### config.mk
export PLATFORM = sky130hd
export DESIGN_NAME = pipe_flow_ctrl
export DESIGN_NICKNAME = d
export VERILOG_FILES = /design/src/rtl/pipe_flow_ctrl.sv
export SDC_FILE = /design/constraint.sdc
export NUM_CORES = 1
export LEC_CHECK = 0
export BUFFER_PORTS_ARGS = -buffer_cell sky130_fd_sc_hd__buf_2
export CORE_ASPECT_RATIO = 0.9
export CORE_MARGIN = 3
export CORE_UTILIZATION = 57
export CTS_BUF_LIST = sky130_fd_sc_hd__clkbuf_4
export DETAILED_ROUTE_END_ITERATION = 8
export PLACE_DENSITY_LB_ADDON = 0.08
export SLEW_MARGIN = 25
export SYNTH_ARGS = -nofsm -noshare
export SYNTH_HDL_FRONTEND = slang
export SYNTH_SLANG_ARGS = --single-unit
export TNS_END_PERCENT = 100
### constraint.sdc
create_clock -name clk -period 4.1 [get_ports clk]
set_input_delay 0 -clock clk [delete_from_list [all_inputs] [get_ports clk]]
set_output_delay 0 -clock clk [all_outputs]
set_load 0.05 [all_outputs]
### src/rtl/pipe_flow_ctrl.sv
// Load enables and valid bits for an N-stage pipeline with stall (freeze or bubble) and targeted flush.
// Load/flush_ack are combinational; valid bits and counters update on the next edge; a refused flush must be held by the requester.
module pipe_flow_ctrl #(
  parameter int NUM_STAGES = 5,
  parameter int STALL_MODE = 1,
  parameter int CNT_W      = 16,
  parameter int SW         = $clog2(NUM_STAGES)
) (
  input  logic                  clk,
  input  logic                  reset,
  input  logic [NUM_STAGES-1:0] stall_req,
  input  logic                  if_valid,
  input  logic                  flush_req,
  input  logic [SW-1:0]         flush_stage,
  input  logic                  clear_counters,
  output logic [NUM_STAGES-2:0] load_latch,
  output logic [NUM_STAGES-2:0] valid_out,
  output logic                  flush_ack,
  output logic                  pipe_empty,
  output logic [CNT_W-1:0]      stall_cycles,
  output logic [CNT_W-1:0]      flush_count
);

  localparam int NL = NUM_STAGES - 1;

  logic [NL-1:0]    valid_out_q, valid_out_d;
  logic [CNT_W-1:0] stall_cycles_q, stall_cycles_d;
  logic [CNT_W-1:0] flush_count_q, flush_count_d;

  logic [NL-1:0] hold_mask;
  logic [NL-1:0] bubble_mask;
  logic [NL-1:0] feed;
  logic [NL-1:0] load;
  logic          any_stall;
  logic          stall_above_fe;
  logic          flush_ok;
  int            fe;

  always_comb begin
    any_stall      = |stall_req;
    fe             = (int'(flush_stage) > NUM_STAGES - 1) ? NUM_STAGES - 1 : int'(flush_stage);
    stall_above_fe = 1'b0;
    hold_mask      = '0;
    bubble_mask    = '0;
    feed           = '0;
    load           = '0;
    flush_ok       = 1'b0;
    valid_out_d    = valid_out_q;

    for (int i = 0; i < NUM_STAGES; i++) begin
      if (stall_req[i] && (i > fe)) stall_above_fe = 1'b1;
    end

    // A latch holds when some stage downstream of it is stalled; the latch
    // directly below the highest stalled stage takes a bubble instead.
    for (int j = 0; j < NL; j++) begin
      for (int i = 0; i < NUM_STAGES; i++) begin
        if (i > j) hold_mask[j] = hold_mask[j] | stall_req[i];
      end
      bubble_mask[j] = stall_req[j] & ~hold_mask[j];
      feed[j]        = (j == 0) ? if_valid : valid_out_q[(j > 0) ? j - 1 : 0];
    end

    if (STALL_MODE == 0) begin
      load     = any_stall ? '0 : '1;
      flush_ok = flush_req & ~any_stall;
    end else begin
      load     = ~hold_mask;
      flush_ok = flush_req & ~stall_above_fe;
    end

    if (reset) begin
      load     = '0;
      flush_ok = 1'b0;
    end

    for (int j = 0; j < NL; j++) begin
      if (load[j]) valid_out_d[j] = bubble_mask[j] ? 1'b0 : feed[j];
      if (flush_ok && (j < fe)) valid_out_d[j] = 1'b0;
    end

    stall_cycles_d = stall_cycles_q;
    flush_count_d  = flush_count_q;
    if (any_stall && (stall_cycles_q != '1)) stall_cycles_d = stall_cycles_q + CNT_W'(1);
    if (flush_ok && (flush_count_q != '1))   flush_count_d  = flush_count_q + CNT_W'(1);
    if (clear_counters) begin
      stall_cycles_d = '0;
      flush_count_d  = '0;
    end
  end

  always_ff @(posedge clk) begin
    if (reset) begin
      valid_out_q    <= '0;
      stall_cycles_q <= '0;
      flush_count_q  <= '0;
    end else begin
      valid_out_q    <= valid_out_d;
      stall_cycles_q <= stall_cycles_d;
      flush_count_q  <= flush_count_d;
    end
  end

  assign load_latch   = load;
  assign valid_out    = valid_out_q;
  assign flush_ack    = flush_ok;
  assign pipe_empty   = ~|valid_out_q;
  assign stall_cycles = stall_cycles_q;
  assign flush_count  = flush_count_q;

endmodule

==> out/qor.txt <==
Outcome - complete, no violations
Max Clock Skew - 0.0118 ns
Post-synth top area cell - dfxtp_1
Peak VDD IR - 0.000219 V
Maximum clock frequency - 511 MHz
Vias in the first global route - 1,534
Total negative setup slack - 0 ns
Critical-path top delay cell - nor3b_1
Netlist cell types - 43
Clock Latency Late Sink - 0.35 ns
GPL Wtd Cong - 0.852
Total Routed Length - 4170 µm
WHS - 0.0105 ns
Fin. Hold Viols - 0
Final setup margin - 2.14 ns
Die width - 65.6 µm
Final ANT Viol Nets - 0
Seq/Total Area, Yosys - 0.395
Yosys top cell area share - 0.395
DR iter-0 viols - 148
Pwr/cell area - 291 nW/µm²
Post-layout net count - 292
Avg Inst Size Synth - 8.52 µm²
Core Box Area - 2910 µm²
# diodes - 0
CTS tree - yes
Clk slew on worst S/H paths - 0.12 ns
Worst EP required - 4.32 ns
Crit path DAT - 2.18 ns
Worst-margin pin slew - 0.584 ns
Yosys warnings - 0
Starting Density - 0.628
Clock Tree Buf Depth - 2
Cts repair resizes - 0
Worst-path fanout max - 5
Leading register cell type out of synthesis - dfxtp_1
PortBufs - 54
Setup violators final - 0
Drt pass-1 iters - 5
Clock Sinks - 36
Final global-route overflow total - 0
Final HPWL DP - 2870 µm
Headroom to the max-slew limit - 0.611
#FFs+latches synth - 36
Antenna violations before repair - 0
Std-Cell Rows - 18
Mapped Cells - 214
Place WS - 2.16 ns
Vias - 1,757
Mapped Nets - 229
Leakage - 0.929 nW
Element type at the critical path end - flop
GRT Resource Usage Total - 0.226
Routed vias/inst - 5.53
Fillers - 201
Drc violations - 0
Die Height - 59.7 µm
Worst hold path type - in -> reg
Top Ports - 55
CTS HTree Levels - 2
Die footprint - 3920 µm²
Min Tclk post-route - 1.96 ns
Async SR Flop Fraction - 0
Area grow syn2layout - 24.7%
WL per Instance - 13.1 µm
Period utilization - 0.478
First-pass GRT wire length - 6880 µm
Ranking of synthesized cells by area - dfxtp_1 (40%), xor2_1 (7.2%), nor2_1 (7.0%)
Worst path cell trace - ha_1 > nand2_1 > and4bb_2 > nor3b_1 > nand4_1 > xor2_1 > nor2_1
Fin. max-slew vios - 0
Number of buffers created by CTS - 5
Max-cap violations - 0
Synthesized area - 1820 µm²
Share of layout cells above drive strength 1 - 0.266
RSZ-0062 raised after global routing - no
Pin count of the biggest net entering global routing - 31
WS Path Type - reg -> reg
CP max stage delay - 0.45 ns
Root Buffer - clkbuf_4
Setup crit start kind - flop
Reg2reg setup slack - 2.14 ns
Number of synthesized flops with an enable pin - 0
## routing by layer
metal / GRT usage / vias up / part of all wire
li1: - / 881 / -
met1: 0.294 / 798 / 0.47
met2: 0.361 / 69 / 0.44
met3: 0.0752 / 9 / 0.072
met4: 0.0621 / 0 / 0.017
met5: 0 / - / 0
## area by class of cell
| type | count | area, µm² | area share |
|---|---|---|---|
| Clock buffer | 6 | 45.0 | 0.0198 |
| Clock inverter | 2 | 35.0 | 0.0154 |
| Inverter | 4 | 15.0 | 0.00660 |
| Multi-Input combinational cell | 169 | 1070 | 0.470 |
| Sequential cell | 36 | 721 | 0.317 |
| Tap cell | 40 | 50.0 | 0.0220 |
| Timing Repair Buffer | 61 | 340 | 0.150 |
## cells in the final DEF, fill, tap and decap left out, drive strengths merged, types with 2 or more instances in the layout
cell type,Yosys,routed
nand4,6,6
nor3,5,5
nor3b,7,7
dlygate4sd3,0,7
a311oi,2,2
a21oi,9,9
clkbuf,4,6
nor2b,2,2
nor2,35,35
a211oi,3,3
and3,9,9
xnor2,8,8
inv,4,4
nor4b,3,3
dfxtp,36,36
nor4,2,2
buf,1,54
o21a,2,2
ha,2,2
nand3,16,16
or3,4,4
xor2,15,15
o21ai,6,6
or2,2,2
and4,2,2
nand2,17,17
## cells in the mapped netlist, types with 2 or more instances
cell type  count
nand4_1        6
and3_1         8
nor2_1        34
clkbuf_1       4
a21oi_1        9
inv_1          4
nor3b_1        7
a311oi_1       2
nor4_1         2
or3_1          3
and4_1         2
xor2_1        15
o21ai_0        6
a211oi_1       3
or2_2          2
nor3_1         5
nor4b_1        2
nor2b_1        2
nand3_1       15
nand2_1       17
xnor2_1        8
dfxtp_1       36
ha_1           2
## state kept, by name (all words and copies together), names as in the netlist
signal / count
stall_cycles: 16
valid_out: 4
flush_count: 16
## cell families after synthesis
kind of cell | synth area share
AND/OR/NAND/NOR | 0.341
flip-flops | 0.395
AO/OA/AOI/OAI | 0.115
XOR/XNOR | 0.110
buffers and inverters | 0.0192
adder cells (fa/ha/maj) | 0.0137
multiplexers | 0.00549
## worst max-delay path: cells and delay by family (launching register included)
family	cells	cell delay (ns)
adder cells (fa/ha/maj)	1	0.23
AND/OR/NAND/NOR	5	1.10
XOR/XNOR	1	0.15
flip-flops	1	0.35
## report_power, final
group	total [mW]	switching (mW)	internal (mW)
registers	0.352	0.00146	0.351
clock network	0.257	0.122	0.134
logic	0.0525	0.0348	0.0177
total	0.662	0.159	0.503
## stage by stage
| step | util | cells | power (mW) | instance area, µm² |
|---|---|---|---|---|
| 3_3_place_gp | 0.731 | 303 | 0.408 | 2120 |
| 6_report | 0.783 | 318 | 0.662 | 2270 |
| 4_1_cts | 0.783 | 318 | 0.663 | 2270 |
| 3_5_place_dp | 0.731 | 303 | 0.409 | 2120 |
| 2_1_floorplan | - | 214 | 0.392 | 1820 |
| 5_1_grt | 0.783 | 318 | 0.690 | 2270 |
## path summary, 6_finish.rpt
path	startpoint	end	depth (start not counted)
setup reg to reg	stall_cycles[0]	stall_cycles[11]	7
setup / recovery	stall_cycles[0]	stall_cycles[11]	7
hold reg to reg	stall_cycles[1]	stall_cycles[1]	2
hold / removal	flush_stage[2]	valid_out[1]	3
## timing repair
action,CTS,global route
hold buffers,7,0
hold endpoints to repair,6,0
setup buffers,0,0
(Power assumes the default switching activity.)
